`src/rtl/axe_clk_div_pkg.sv`:
```
// axe_clk_div_pkg: shared types, constants and config sanitiser for the
// multi-channel clock divider (axe_clk_div_multi).
package axe_clk_div_pkg;

   localparam int          CFG_W   = 32;
   localparam logic [31:0] MIN_DIV = 32'd2;

   typedef enum logic [1:0] {
      IDLE     = 2'd0,
      RUN      = 2'd1,
      STOPPING = 2'd2
   } clk_div_state_e;

   typedef struct packed {
      logic [CFG_W-1:0] div;
      logic [CFG_W-1:0] high;
   } clk_div_cfg_t;

   // Clamp a requested period/high pair into something the counter can honour:
   // period of at least MIN_DIV, high time never longer than the period.
   function automatic clk_div_cfg_t sanitise_cfg(input logic [CFG_W-1:0] div,
                                                 input logic [CFG_W-1:0] high);
      clk_div_cfg_t c;
      c.div  = (div < MIN_DIV) ? MIN_DIV : div;
      c.high = (high > c.div) ? c.div : high;
      return c;
   endfunction

endpackage

```
`src/rtl/axe_clk_div_channel.sv`:
```
// axe_clk_div_channel: one divided-clock channel -- FSM, period counter,
// active and shadow configuration. Phase alignment on `sync` is built only
// when AXE_CLK_DIV_PHASE_SYNC_EN is defined.
module axe_clk_div_channel
   import axe_clk_div_pkg::*;
#(
   parameter int DIV_W        = 8,
   parameter int DEFAULT_DIV  = 2,
   parameter int DEFAULT_HIGH = 1
) (
   input  logic             clk,
   input  logic             rst_n,
   input  logic             enable,
   input  logic             wr_en,
   input  logic [DIV_W-1:0] wr_div,
   input  logic [DIV_W-1:0] wr_high,
`ifdef AXE_CLK_DIV_PHASE_SYNC_EN
   input  logic             sync,
`endif
   output logic             clk_out,
   output logic             active,
   output logic             pending,
   output logic             ready
);

   localparam clk_div_cfg_t     DEF_CFG  = sanitise_cfg(CFG_W'(DEFAULT_DIV), CFG_W'(DEFAULT_HIGH));
   localparam logic [DIV_W-1:0] DEF_DIV  = DIV_W'(DEF_CFG.div);
   localparam logic [DIV_W-1:0] DEF_HIGH = DIV_W'(DEF_CFG.high);

   clk_div_state_e   state;
   logic [DIV_W-1:0] cnt;
   logic [DIV_W-1:0] act_div;
   logic [DIV_W-1:0] act_high;
   logic [DIV_W-1:0] shd_div;
   logic [DIV_W-1:0] shd_high;
   logic             pend_q;
   logic             clk_q;

   clk_div_cfg_t     wr_cfg;
   logic [DIV_W-1:0] new_div;
   logic [DIV_W-1:0] new_high;
   logic [DIV_W-1:0] cnt_next;
   logic [DIV_W-1:0] run_high;
   logic [DIV_W-1:0] idle_high;
   logic             wrap;
   logic             restart;
   logic             load;
   logic             clk_next;
   logic             sync_hit;

`ifdef AXE_CLK_DIV_PHASE_SYNC_EN
   assign sync_hit = sync;
`else
   assign sync_hit = 1'b0;
`endif

   // Period bookkeeping: a period restarts on wrap (or sync), which is also
   // the only point where a pending shadow may become active.
   always_comb begin
      wr_cfg    = sanitise_cfg(CFG_W'(wr_div), CFG_W'(wr_high));
      new_div   = DIV_W'(wr_cfg.div);
      new_high  = DIV_W'(wr_cfg.high);
      wrap      = (cnt == act_div - 1'b1);
      restart   = wrap || sync_hit;
      load      = restart && pend_q;
      run_high  = load ? shd_high : act_high;
      cnt_next  = restart ? '0 : cnt + 1'b1;
      clk_next  = (cnt_next < run_high);
      idle_high = wr_en ? new_high : (pend_q ? shd_high : act_high);
   end

   // Channel FSM with counter, config registers and registered clock output.
   always_ff @(posedge clk) begin
      if (!rst_n) begin
         state    <= IDLE;
         cnt      <= '0;
         act_div  <= DEF_DIV;
         act_high <= DEF_HIGH;
         shd_div  <= DEF_DIV;
         shd_high <= DEF_HIGH;
         pend_q   <= 1'b0;
         clk_q    <= 1'b0;
      end else begin
         case (state)
            IDLE: begin
               cnt <= '0;
               // A shadow left over from a stop-edge write is adopted here.
               if (wr_en) begin
                  act_div  <= new_div;
                  act_high <= new_high;
                  shd_div  <= new_div;
                  shd_high <= new_high;
                  pend_q   <= 1'b0;
               end else if (pend_q) begin
                  act_div  <= shd_div;
                  act_high <= shd_high;
                  pend_q   <= 1'b0;
               end
               if (enable) begin
                  state <= RUN;
                  clk_q <= (idle_high != '0);
               end else begin
                  clk_q <= 1'b0;
               end
            end
            default: begin
               cnt   <= cnt_next;
               clk_q <= clk_next;
               if (load) begin
                  act_div  <= shd_div;
                  act_high <= shd_high;
                  pend_q   <= 1'b0;
               end
               // Writes are only accepted with nothing pending, so this never
               // discards an unapplied shadow.
               if (wr_en) begin
                  shd_div  <= new_div;
                  shd_high <= new_high;
                  pend_q   <= 1'b1;
               end
               if (state == RUN) begin
                  if (!enable) state <= STOPPING;
               end else if (enable) begin
                  state <= RUN;
               end else if (wrap && !sync_hit) begin
                  state <= IDLE;
                  clk_q <= 1'b0;
               end
            end
         endcase
      end
   end

   assign clk_out = clk_q;
   assign active  = (state != IDLE);
   assign pending = pend_q;
   assign ready   = !pend_q || (state == IDLE);

endmodule

```
`src/rtl/axe_clk_div_multi.sv`:
```
// axe_clk_div_multi: NUM_CH independent programmable clock dividers sharing
// one reference clock and one configuration write port. Define
// AXE_CLK_DIV_PHASE_SYNC_EN to add the i_sync phase-alignment input.
module axe_clk_div_multi
   import axe_clk_div_pkg::*;
#(
   parameter int  NUM_CH       = 4,
   parameter int  DIV_W        = 8,
   parameter int  DEFAULT_DIV  = 2,
   parameter int  DEFAULT_HIGH = 1,
   localparam int CH_W         = (NUM_CH > 1) ? $clog2(NUM_CH) : 1
) (
   input  logic              i_clk,
   input  logic              i_rst_n,
   input  logic [NUM_CH-1:0] i_enable,
   input  logic              i_cfg_valid,
   input  logic [CH_W-1:0]   i_cfg_ch,
   input  logic [DIV_W-1:0]  i_cfg_div,
   input  logic [DIV_W-1:0]  i_cfg_high,
`ifdef AXE_CLK_DIV_PHASE_SYNC_EN
   input  logic              i_sync,
`endif
   output logic              o_cfg_ready,
   output logic [NUM_CH-1:0] o_clk,
   output logic [NUM_CH-1:0] o_active,
   output logic [NUM_CH-1:0] o_cfg_pending
);

   logic [NUM_CH-1:0] ch_ready;
   logic              ch_valid;

   // Ready follows the addressed channel; writes to missing channels are
   // acknowledged and dropped so the requester never stalls.
   always_comb begin
      ch_valid    = (32'(i_cfg_ch) < NUM_CH);
      o_cfg_ready = 1'b1;
      if (ch_valid) o_cfg_ready = ch_ready[i_cfg_ch];
   end

   for (genvar g = 0; g < NUM_CH; g++) begin : g_ch
      logic wr_en;
      assign wr_en = i_cfg_valid && ch_valid && (32'(i_cfg_ch) == g) && ch_ready[g];

      axe_clk_div_channel #(
         .DIV_W        (DIV_W),
         .DEFAULT_DIV  (DEFAULT_DIV),
         .DEFAULT_HIGH (DEFAULT_HIGH)
      ) u_channel (
         .clk     (i_clk),
         .rst_n   (i_rst_n),
         .enable  (i_enable[g]),
         .wr_en   (wr_en),
         .wr_div  (i_cfg_div),
         .wr_high (i_cfg_high),
`ifdef AXE_CLK_DIV_PHASE_SYNC_EN
         .sync    (i_sync),
`endif
         .clk_out (o_clk[g]),
         .active  (o_active[g]),
         .pending (o_cfg_pending[g]),
         .ready   (ch_ready[g])
      );
   end

endmodule

```
`config.mk`:
```
export PLATFORM = sky130hd
export DESIGN_NAME = axe_clk_div_multi
export DESIGN_NICKNAME = d
export VERILOG_FILES = /design/src/rtl/axe_clk_div_pkg.sv /design/src/rtl/axe_clk_div_channel.sv /design/src/rtl/axe_clk_div_multi.sv
export SDC_FILE = /design/constraint.sdc
export NUM_CORES = 1
export LEC_CHECK = 0
export CORE_MARGIN = 4
export CORE_UTILIZATION = 40
export DETAILED_ROUTE_END_ITERATION = 7
export GPL_TIMING_DRIVEN = 0
export PLACE_DENSITY = 0.53
export SETUP_SLACK_MARGIN = 0.02
export SLEW_MARGIN = 20
export SYNTH_ARGS = -nofsm -noshare
export SYNTH_HDL_FRONTEND = slang
export SYNTH_HIERARCHICAL = 1
export SYNTH_SLANG_ARGS = --single-unit
```
`constraint.sdc`:
```
create_clock -name i_clk -period 6.2 [get_ports i_clk]
set_clock_uncertainty 0.1 [all_clocks]
set_input_delay 1.24 -clock i_clk [delete_from_list [all_inputs] [get_ports i_clk]]
set_output_delay 1.24 -clock i_clk [all_outputs]
set_load 0.005 [all_outputs]
```
Yosys cells after proc, flatten, opt, wreduce, memory -nomap -nowiden

Index checks and enable logic that the tools add are counted.

Flip-flop bits (word level): 176
Input bits: 25
Output and inout bits: 13
Logic and storage cells: 220

Add/sub/neg operators: 8
Order comparisons: 7
Equality and inequality tests: 23
Multiplexer cells: 92
Bitwise gates (word level): 1
Reductions and logical operators: 57

Operator list:

| cell                                                        | number |
|---|---|
| 2-to-1 mux 8 bit                                            | 38 |
| 2-to-1 mux 2 bit                                            | 24 |
| adder 8 x 1 -> 8 bit (second input constant)                | 4 |
| equality test 8 bit                                         | 4 |
| > comparator 8 x 32 -> 1 bit                                | 1 |
| less-than comparator 8 bit                                  | 4 |
| nonzero test 8 bit                                          | 4 |
| subtractor 8 x 1 -> 8 bit (second input constant)           | 4 |
| 2-to-1 mux 1 bit                                            | 29 |
| nonzero test 2 bit                                          | 12 |
| logical AND 1 bit                                           | 12 |
| != test 3 x 1 -> 1 bit (second input constant)              | 4 |
| != test 3 bit (second input constant)                       | 4 |
| AND reduction 3 bit                                         | 4 |
| nonzero test 3 bit                                          | 4 |
| equality test 2 x 1 -> 1 bit (second input constant)        | 5 |
| logical NOT 2 bit                                           | 5 |
| less-than comparator 8 x 2 -> 1 bit (second input constant) | 1 |
| != test 2 bit (second input constant)                       | 4 |
| AND reduction 2 bit                                         | 4 |
| OR reduction 2 bit                                          | 4 |
| equality test 2 bit (second input constant)                 | 2 |
| logical NOT 1 bit                                           | 4 |
| logical OR 1 bit                                            | 4 |
| 3 further kinds                                             | 3 |

Logic depth before layout (Yosys ltp)

Gate-level depths: netlist (run 1).

Depth after elaboration: 9
Gate-level depth with buffers: 16
Depth with buffers taken out: 14

Modules after synthesis

The synthesis (run 1) kept the hierarchy.

By module, submodules not included:

| module                                       | times used | cells each | area an instance (µm²) | sequential area each (µm²) |
|---|---|---|---|---|
| axe_clk_div_channel at g_ch[0].u_channel ... | 2          | 337        | 2772.7                 | 880.8 |
| axe_clk_div_channel at g_ch[1].u_channel     | 1          | 337        | 2778.9                 | 880.8 |
| axe_clk_div_channel at g_ch[3].u_channel     | 1          | 322        | 2743.9                 | 880.8 |
| axe_clk_div_multi                            | 1          | 5          | 67.6                   | 0.0 |

Worst setup path after synthesis (run 1)

Ideal clock, no wire load.

Path type: in2reg
From: in i_cfg_div[5]
To: reg g_ch[3].u_channel.clk_q
Setup time: 0.132 ns
Arrival: 3.703 ns
Required time: 5.968 ns
Slack: 2.265 ns
Stages: 12
Buffers on the path: 0
Cells stage by stage: nor4_1 -> nand2_1 -> o21a_1 -> ha_1 -> nand4_1 -> nor2_1 -> a211oi_1 -> o21ai_0 -> a31oi_1 -> or4_1 -> nor4b_1 -> o22ai_1

Longest elaborated chain between the ends: 8

RTL lines:

| item                                    | RTL line                   | source |
|---|---|---|
| from (decl)                             | axe_clk_div_multi.sv:18    | `input logic [DIV_W-1:0] i_cfg_div,` |
| less-than comparator 8 x 2 -> 1 bit (*) | axe_clk_div_pkg.sv:24      | `c.div = (div < MIN_DIV) ? MIN_DIV : div;` |
| 2-to-1 mux 8 bit (*)                    | axe_clk_div_pkg.sv:24      |  |
| named net g_ch[3].u_channel.new_div[0]  | axe_clk_div_channel.sv:40  | `logic [DIV_W-1:0] new_div;` |
| > comparator 8 x 32 -> 1 bit            | axe_clk_div_pkg.sv:25      | `c.high = (high > c.div) ? c.div : high;` |
| 2-to-1 mux 8 bit (*)                    | axe_clk_div_pkg.sv:25      |  |
| 2-to-1 mux 8 bit (*)                    | axe_clk_div_channel.sv:69  | `idle_high = wr_en ? new_high : (pend_q ? shd_high : act_high);` |
| nonzero test 8 bit (*)                  | axe_clk_div_channel.sv:101 | `clk_q <= (idle_high != '0);` |
| 2-to-1 mux 1 bit (*)                    | axe_clk_div_channel.sv:99  | `if (enable) begin` |
| 2-to-1 mux 1 bit (*)                    | axe_clk_div_channel.sv:84  | `case (state)` |
| to (signal assigned)                    | axe_clk_div_channel.sv:101 |  |
| to (signal assigned)                    | axe_clk_div_channel.sv:108 | `clk_q <= clk_next;` |
| to (decl)                               | axe_clk_div_channel.sv:37  | `logic clk_q;` |

Mark *: on every way through the listed nets, which the timed path passes. The rest lies on a longest branch.
A chain may end at the register's enable or synchronous reset.

Worst setup path after layout (run 1)

Same ends and word-level chain as after synthesis.

==> results.md, run 1 <==
* Max Slew Vio Count at 0
* Share of cells above drive strength 1 at 7.61%
* Peak Freq at 0.184 GHz
* Sink Count at 176
* Power density cells at 230 nW/µm²
* Synthesized flop and latch total at 176
* Placed wire-length estimate at 23000 µm
* R2r setup slk at 2160 ps
* Vias in the first global route at 9782
* CP max-delay cell: clkdlybuf4s50_1
* Post-synth top flop: dfxtp_1
* Number of flops mapped to enable cells by yosys at 0
* Slew margin rel. at 24.4%
* Top-count cell post-synth: dfxtp_1
* Measured slew at the worst slew-check pin at 1130 ps
* Worst r2r dst: g_ch[0].u_channel/shd_div[5]
* Final hold vios at 0
* Die Wd at 175 µm
* Worst Reg-to-Reg Cells at 11
* Initial antenna violation count at 1
* Die Height at 175 µm
* Mapped Avg Cell Area at 8.32 µm²
* CTS resizes at 0
* Port buffer count at 37
* P&R area growth vs syn at 12.6%
* GPL Wtd Cong at 0.811
* RSZ-0062 raised after global routing: no
* GRT Overall Usage at 21.1%
* DR iter-0 viols at 882
* CTS tree: built
* Final ANT Viol Nets at 0
* Library cells used by synthesis at 71
* # diodes at 0
* # DRC at 0
* Full die area at 30600 µm²
* Worst-path clk slew at 70 ps
* Most frequent cells after synthesis: 176 x dfxtp_1, 126 x nor2_1, 96 x nand3_1, 84 x nand2_1, 81 x o21ai_0
* Syn nets at 1431
* Worst hold path startpoint: g_ch[1].u_channel/shd_div[1]
* Syn Inst Count at 1338
* Hold Crit Depth at 2
* Crit path largest cell delay at 1010 ps
* Yosys warns at 6
* Largest net degree at the start of global routing at 21
* Max Cap Viol at 0
* Via count at 10100
* Post-synthesis async set-or-reset flop share at 0%
* WHS Endpoint: g_ch[1].u_channel/shd_div[1]
* Worst r2r src: g_ch[0].u_channel/state[1]
* WP data arrival at 5640 ps
* Final worst slack at 766 ps
* CP Launch Type: primary input
* Synth top area cells: dfxtp_1 32%, ha_1 7.6%, mux2i_1 6.7%, nand3_1 4.3%, nor2_1 4.2%
* CP Capture Type: register
* Core Area at 27200 µm²
* Routed Wire Length at 32400 µm
* Worst skew pair latency at 440 ps
* Finish-stage setup viols at 0
* VDD IR max at 0.172 mV
* First-pass GRT wire length at 52900 µm
* Io pins at 38
* CP Data Required Time at 6400 ps
* Layout Cells excl Fill at 1778
* Worst Hold Class: reg2reg
* CP Cell Sequence: clkdlybuf4s50_1 > nor4_1 > nand2_1 > o21a_1 > ha_1 > nand4_1 > nor2_1 > a211oi_1 > o21ai_0 > a31oi_1 > or4_1 > nor4b_1 > o22ai_1
* Initial Util at 41.0%
* Remaining Overflow, GRT at 0
* Max Root-Sink Buffers at 2
* Post-route setup TNS at 0 ps
* # rows at 60
* Status: finished clean
* Largest area contributor in the netlist: dfxtp_1
* Post-synthesis sequential area ratio at 31.6%
* Via density at 5.66
* Post-Place Worst Slack at 306 ps
* Lkg Pwr at 5.02 nW
* Total CTS buffers at 17
* H-tree depth at 4
* Final period util at 87.6%
* CTS Hold Bufs at 0
* Drt pass-1 iters at 5
* Share of the synthesized area in the top cell type at 31.6%
* Syn Std Cell Area at 11100 µm²
* CTS root buf: clkbuf_16
* Post-CTS Setup Repair Bufs at 0
* Post-route total power at 2.89 mW
* Routed len/inst at 18.2 µm
* Final #Nets at 1487
* DP Cell Count at 1747
* Worst setup path class: in2reg
* CP max FO at 20
* Crit path time final at 5430 ps
## worst max path at each step
stage | from | cells after the start | slack, ps | end
3_3_place_gp | i_cfg_div[2] | 13 | 330 | g_ch[3].u_channel/clk_out
3_5_place_dp | i_cfg_div[3] | 13 | 310 | g_ch[3].u_channel/clk_out
2_1_floorplan | i_cfg_div[5] | 12 | 2270 | g_ch[3].u_channel/clk_out
4_1_cts | i_cfg_div[3] | 13 | 760 | g_ch[3].u_channel/clk_out
6_report | i_cfg_div[5] | 13 | 770 | g_ch[3].u_channel/clk_out
5_1_grt | i_cfg_div[4] | 13 | 480 | g_ch[3].u_channel/clk_out
## layout by cell type (no fill, tap or decap), drive strengths merged, types with 12 or more instances in the layout
master	netlist	routed
and2	18	18
nand2b	20	20
buf	29	32
o21ai	93	93
xor2	31	31
a211oi	61	61
xnor2	31	31
a311oi	23	23
nand3	97	97
clkbuf	36	56
nor3	36	36
and3	19	19
nand2	88	88
a21oi	41	41
nor2	129	129
mux2i	75	75
inv	61	64
ha	68	68
clkdlybuf4s50	0	34
nor2b	31	31
nand4	14	14
a31oi	58	58
dfxtp	176	176
o211ai	12	12
## logic make-up (layout without fill, tap and decap cells)
kind of cell | after synthesis | count (layout) | share of synthesized area (%)
simple gates | 490 | 490 | 22.8
compound gates | 338 | 338 | 21.4
flops | 176 | 176 | 31.6
buf+inv | 126 | 194 | 4.56
mux | 78 | 78 | 7.15
fa+ha+maj | 68 | 68 | 7.64
xor+xnor | 62 | 62 | 4.88
## critical path, delay by kind of cell
| family | cells | cell delay (ps) |
|---|---|---|
| buffers and inverters | 1 | 1010 |
| and+or+nand+nor | 6 | 1930 |
| AOI/OAI and AO/OA | 5 | 1140 |
| adders and majority gates | 1 | 300 |
## through the flow
stage / hold WS, ps / util (%) / instance area (µm²)
CTS: 382 / 46.2 / 12500
detailed placement: 364 / 44.0 / 12000
floorplan: 344 / - / 11100
global placement: 362 / 44.1 / 12000
finish: 382 / 46.2 / 12500
global route: 409 / 46.2 / 12500
## final cells by class
cell class	instances	area (µm²)
Inverter	61	229
Timing Repair Buffer	37	355
Clock inverter	11	130
Buffer	65	279
Fill cell	2809	14600
Clock buffer	20	457
Multi-Input combinational cell	1036	7100
Tap cell	372	465
Sequential cell	176	3520
## routing by layer
metal | up-vias | wire length [µm] | GRT usage [%]
li1 | 5028 | - | -
met1 | 4770 | 16100 | 30.8
met2 | 242 | 14400 | 33.3
met3 | 23 | 1520 | 3.25
met4 | 0 | 309 | 4.12
met5 | - | 0 | 0
## registers in the layout (all words and copies together) (netlist names)
name	flops
g_ch.u_channel/act_div	32
g_ch.u_channel/shd_div	32
g_ch.u_channel/clk_out	4
g_ch.u_channel/pending	4
g_ch.u_channel/state	8
g_ch.u_channel/cnt	32
g_ch.u_channel/shd_high	32
g_ch.u_channel/act_high	32
## report_power, final
part	switching, mW	internal [mW]
combinational	0.339	0.214
clock	0.485	0.617
sequential	0.0435	1.19
total	0.868	2.02
No activity file was read; power rests on OpenSTA's default activity.
==> inputs of run 2 (changes only) <==
--- a/config.mk
+++ b/config.mk
@@ -5,6 +5,7 @@
 export SDC_FILE = /design/constraint.sdc
 export NUM_CORES = 1
 export LEC_CHECK = 0
+export CAP_MARGIN = 40
 export CORE_MARGIN = 4
 export CORE_UTILIZATION = 40
 export DETAILED_ROUTE_END_ITERATION = 7
==> run 2 against run 1 <==
Sequential power is essentially flat. Die area unchanged. Utilization grew 0.55 points. Critical path type unchanged. Highest routed layer unchanged.
==> results.md, run 2 (synthesis gave the netlist of run 1 again) <==
* Crit-path leading delay family: simple AND/OR/NAND/NOR gates
* Combinational Power Share at 18.5% (-0.7 points)
* CP max FO at 14 (-30%)
* Multi-input combinational cell area at 7100 µm² (unchanged)
* Buf/Inv on CP at 2 (+1)
* First-pass GRT wire length at 53600 µm (+1.2%)
* Commonest non-fill, non-tap cell in the layout: dfxtp_1
* Worst skew pair latency at 440 ps (about the same)
* Vias in the first global route at 9827 (+0.46%)
* Remaining Overflow, GRT at 0 (unchanged)
* Slew margin rel. at 53.2% (+29 points)
* CP max-delay cell: clkdlybuf4s50_1
* Final hold vios at 0 (unchanged)
* VDD IR max at 0.174 mV (+0.87%)
* Clock share of power at 40.9% (+2.7 points)
* Largest net degree at the start of global routing at 21 (unchanged)
* Final #Nets at 1492 (+0.34%)
* Final worst slack at 985 ps (+219 ps)
* Status: finished clean
* Most frequent cells in the layout: 176 x dfxtp_1, 126 x nor2_1, 96 x nand3_1, 84 x nand2_1, 81 x o21ai_0
* Initial antenna violation count at 0 (-1)
* DR iter-0 viols at 723 (-18%)
* FILL cells at 2798 (-0.39%)
* # rows at 60 (unchanged)
* Via count at 10200 (+0.86%)
* Final ANT Viol Nets at 0 (unchanged)
* Final Instance Area at 12700 µm² (+1.2%)
* Post-CTS Setup Repair Bufs at 0 (unchanged)
* CTS Hold Bufs at 0 (unchanged)
* Post-route setup TNS at 0 ps (unchanged)
* Power density cells at 239 nW/µm² (+3.7%)
* Measured slew at the worst slew-check pin at 702 ps (-428 ps)
* Worst setup path class: in2reg
* Finish-stage setup viols at 0 (unchanged)
* Lkg Pwr at 5.10 nW (+1.7%)
* Die Wd at 175 µm (unchanged)
* WP data arrival at 5420 ps (-220 ps)
* Switching Power at 0.888 mW (+2.4%)
* CP Launch Type: primary input
* Worst Hold Class: reg2reg
* CP Capture Type: register
* RSZ-0062 raised after global routing: no
* GPL Wtd Cong at 0.811 (unchanged)
* Peak Freq at 0.192 GHz (+4.2%)
* Die Height at 175 µm (unchanged)
* Switching share of power at 29.3% (-0.75 points)
* Total CTS buffers at 17 (unchanged)
* CTS tree: built
* Sink Count at 176 (unchanged)
* Port buffer count at 37 (unchanged)
* WHS at 383 ps (+0.437 ps)
* GRT Overall Usage at 21.4% (+0.27 points)
* CP Data Required Time at 6400 ps (about the same)
* Register area at 3520 µm² (unchanged)
* Placed wire-length estimate at 23600 µm (+2.7%)
* P&R area growth vs syn at 14.0%
* Max Root-Sink Buffers at 2 (unchanged)
* Final period util at 84.1% (-3.5 points)
* Via density at 5.69 (+0.58%)
* Routed len/inst at 18.3 µm (+0.78%)
* Crit path time final at 5210 ps (-219 ps)
* H-tree depth at 4 (unchanged)
* Post-DP Area at 12000 µm² (+0.60%)
* CTS resizes at 0 (unchanged)
* Full die area at 30600 µm² (unchanged)
* # diodes at 0 (unchanged)
* CP Cell Sequence: clkdlybuf4s50_1 > buf_8 > nor4_1 > nand2_1 > o21a_1 > ha_1 > nand4_1 > nor2_1 > a211oi_1 > o21ai_0 > a31oi_1 > or4_1 > nor4b_1 > o22ai_1
* Initial Util at 41.0% (unchanged)
* Post-Place Worst Slack at 637 ps (+330 ps)
* Routed Wire Length at 32700 µm (+1.1%)
* Internal cell power at 2.14 mW (+6.1%)
* Core Area at 27200 µm² (unchanged)
* Max Cap Viol at 0 (unchanged)
* # DRC at 0 (unchanged)
* Max Slew Vio Count at 0 (unchanged)
* Drt pass-1 iters at 5 (unchanged)
* CTS root buf: clkbuf_16
* Sequential Power Share at 40.6% (-2.0 points)
* Io pins at 38 (unchanged)
* Worst-path clk slew at 70 ps (about the same)
* Crit path largest cell delay at 690 ps (-320 ps)
* Share of cells above drive strength 1 at 7.94% (+0.33 points)
## run 2: worst paths after layout
| kind | from | end | slack [ps] | depth (start not counted) |
|---|---|---|---|---|
| max | i_cfg_div[3] | g_ch[3].u_channel/clk_out | 990 | 14 |
| min | g_ch[2].u_channel/shd_div[1] | g_ch[2].u_channel/shd_div[1] | 380 | 2 |
| max reg2reg | g_ch[0].u_channel/state[1] | g_ch[0].u_channel/act_div[0] | 2020 | 11 |
| min reg2reg | g_ch[2].u_channel/shd_div[1] | g_ch[2].u_channel/shd_div[1] | 380 | 2 |
## run 2: routing by layer
metal | up-vias | global-route usage (%) | wire length (µm)
met1 | 4856 | 31.1 | 16400
met4 | 0 | 5.01 | 387
met2 | 221 | 33.2 | 14500
met5 | - | 0 | 0
met3 | 30 | 3.57 | 1470
li1 | 5043 | - | -
## run 2: power by group through the flow
stage,sequential [mW],combinational (mW),clock (mW)
floorplan,1.24,0.386,0
global placement,1.25,0.549,0
CTS,1.23,0.558,1.27
finish,1.23,0.561,1.24
detailed placement,1.26,0.555,0
global route,1.24,0.627,1.31
## run 2: through the flow
stage / instances / util [%] / power [mW]
2_1_floorplan: 1338 / - / 1.63
3_3_place_gp: 1747 / 44.1 / 1.80
3_5_place_dp: 1752 / 44.3 / 1.81
4_1_cts: 1783 / 46.7 / 3.05
5_1_grt: 1783 / 46.7 / 3.18
6_report: 1783 / 46.7 / 3.03
## run 2: tightest hold or removal path, stage by stage, from the launching register on
cell and delay [ps]:
dfxtp_1 330, o21ai_0 70, nand2_1 60
## run 2: layout make-up
cell class,instances,share of cell area [%]
Sequential cell,176,27.8
Clock inverter,13,1.74
Multi-Input combinational cell,1036,56.0
Clock buffer,18,3.46
Tap cell,372,3.67
Inverter,61,1.80
Buffer,65,2.20
Timing Repair Buffer,42,3.40
==> inputs of run 3 (changes only) <==
--- a/config.mk
+++ b/config.mk
@@ -10,7 +10,7 @@
 export CORE_UTILIZATION = 40
 export DETAILED_ROUTE_END_ITERATION = 7
 export GPL_TIMING_DRIVEN = 0
-export PLACE_DENSITY = 0.53
+export PLACE_DENSITY = 0.55
 export SETUP_SLACK_MARGIN = 0.02
 export SLEW_MARGIN = 20
 export SYNTH_ARGS = -nofsm -noshare
==> constraint.sdc (replaced) <==
create_clock -name i_clk -period 4.67 [get_ports i_clk]
set_clock_uncertainty 0.1 [all_clocks]
set_input_delay 0.934 -clock i_clk [delete_from_list [all_inputs] [get_ports i_clk]]
set_output_delay 0.934 -clock i_clk [all_outputs]
set_load 0.005 [all_outputs]
==> run 3 against run 2 <==
First-iteration DRC count is 17% higher. Sequential power grew 33%. Die area did not move. Total power is 26% higher. Utilization about the same. Via count grew 0.55%. Critical endpoint is now g_ch[2].u_channel/clk_out. Largest cell class unchanged. Largest power group is now registers. Highest routed layer unchanged.
==> results.md, run 3 (synthesis gave the netlist of run 1 again) <==
* Status: finished clean
* Routed Wire Length at 32500 µm (-0.69%)
* H-tree depth at 4 (unchanged)
* Placed wire-length estimate at 23500 µm (-0.34%)
* R2r setup slk at 510 ps (-1510 ps)
* Initial Util at 41.0% (unchanged)
* Crit path largest cell delay at 700 ps (about the same)
* # diodes at 0 (unchanged)
* Crit path time final at 4450 ps
* Io pins at 38 (unchanged)
* Via density at 5.71 (+0.38%)
* Vias in the first global route at 9936 (+1.1%)
* Slew margin rel. at 52.2% (-0.97 points)
* Peak Freq at 0.225 GHz
* Final hold vios at 0 (unchanged)
* Full die area at 30600 µm² (unchanged)
* GRT Overall Usage at 21.0% (-0.37 points)
* DR iter-0 viols at 843 (+17%)
* P&R area growth vs syn at 13.9% (about the same)
* WHS at 385 ps (+1.85 ps)
* Sink Count at 176 (unchanged)
* Post-route total power at 3.83 mW (+26%)
* VDD IR max at 0.241 mV (+39%)
* Most frequent cells in the layout: 176 x dfxtp_1, 126 x nor2_1, 96 x nand3_1, 84 x nand2_1, 79 x o21ai_0
* CP Capture Type: register
* Drt pass-1 iters at 5 (unchanged)
* CP max-delay cell: clkdlybuf4s50_1
* Max Slew Vio Count at 0 (unchanged)
* Power density cells at 302 nW/µm² (+27%)
* RSZ-0062 raised after global routing: no
* Share of cells above drive strength 1 at 8.27% (+0.34 points)
* Core Area at 27200 µm² (unchanged)
* CP Launch Type: primary input
* Initial antenna violation count at 0 (unchanged)
* Finish-stage setup viols at 0 (unchanged)
* CTS root buf: clkbuf_16
* WP data arrival at 4650 ps (-770 ps)
* Remaining Overflow, GRT at 0 (unchanged)
* Max Root-Sink Buffers at 2 (unchanged)
* CP Data Required Time at 4880 ps (-1520 ps)
* Worst-path clk slew at 70 ps (about the same)
* # DRC at 0 (unchanged)
* CTS tree: built
* Final ANT Viol Nets at 0 (unchanged)
* Die Height at 175 µm (unchanged)
* Worst Hold Class: reg2reg
* CP Cell Sequence: clkdlybuf4s50_1 > buf_8 > inv_1 > a41oi_1 > ha_1 > nor2b_2 > o211ai_2 > a211oi_2 > o21ai_0 > a31oi_1 > or4_1 > o41ai_2 > o211ai_1
* Largest net degree at the start of global routing at 18 (-14%)
* Final period util at 95.2%
* Total CTS buffers at 17 (unchanged)
* First-pass GRT wire length at 52900 µm (-1.2%)
* # rows at 60 (unchanged)
* Worst skew pair latency at 440 ps (about the same)
* Routed len/inst at 18.2 µm (-0.86%)
* Port buffer count at 37 (unchanged)
* Max Cap Viol at 0 (unchanged)
* CP max FO at 15 (+1)
* Final #Nets at 1494 (+0.13%)
* Die Wd at 175 µm (unchanged)
* Measured slew at the worst slew-check pin at 712 ps (+10.3 ps)
* Worst setup path class: in2reg
* Via count at 10200 (+0.55%)
* GPL Wtd Cong at 0.819 (+0.99%)
* Lkg Pwr at 5.11 nW (about the same)
* Commonest non-fill, non-tap cell in the layout: dfxtp_1
-- run 3: cell types whose count changed in the layout (fill, tap and decap cells not counted), sizes merged --
cell and delta:
inv +2, clkinv +3, dlymetal6s2s +3, clkbuf -1, clkinvlp +1, bufinv -4, clkdlybuf4s50 -1
-- run 3: worst max-delay path: cells and delay by family --
| family | cells | cell delay [ps] |
|---|---|---|
| compound gates | 7 | 1680 |
| buf+inv | 3 | 1010 |
| fa+ha+maj | 1 | 330 |
| simple gates | 2 | 680 |
-- run 3: stage by stage --
step           cells  setup slack [ps]  area, µm²  util (%)  TNS, ps
6_report        1786               225      12700      46.7        0
3_3_place_gp    1747              -761      12000      44.1    -4950
5_1_grt         1786              35.1      12700      46.7        0
3_5_place_dp    1754              -428      12100      44.4    -1490
2_1_floorplan   1338              1040      11100         -        0
4_1_cts         1786              37.3      12700      46.6        0
-- run 3: repair_timing --
| action | CTS | global route |
|---|---|---|
| resized for setup | 0 | 9 |
| hold buffers | 0 | 0 |
| buffers inserted | 0 | 0 |
| endpoints found under the setup margin | 0 | 4 |
-- run 3: layout make-up --
class	instances	area [µm²]
Sequential cell	176	3520
Clock inverter	15	149
Multi-Input combinational cell	1036	7130
Buffer	65	279
Clock buffer	17	425
Fill cell	2788	14500
Timing Repair Buffer	44	483
Inverter	61	229
Tap cell	372	465
-- run 3: metal layers --
layer,track usage [%],routed length [µm]
met5,0,0
met4,4.26,280
met3,4.20,1760
met2,33.8,14800
met1,29.4,15600
-- run 3: final timing paths --
path,to,startpoint,cells past startpoint
worst max-delay path,g_ch[2].u_channel/clk_out,i_cfg_div[7],13
worst min-delay path,g_ch[1].u_channel/act_div[3],g_ch[1].u_channel/shd_div[3],2
worst max register to register,g_ch[1].u_channel/shd_high[0],g_ch[1].u_channel/state[1],12
worst min register to register,g_ch[1].u_channel/act_div[3],g_ch[1].u_channel/shd_div[3],2
-- run 3: report_power, final --
group	leakage [nW]	internal, mW	switching [mW]
logic	3.39	0.294	0.455
registers	1.44	1.58	0.0571
clock network	0.284	0.755	0.696
total	5.11	2.62	1.21
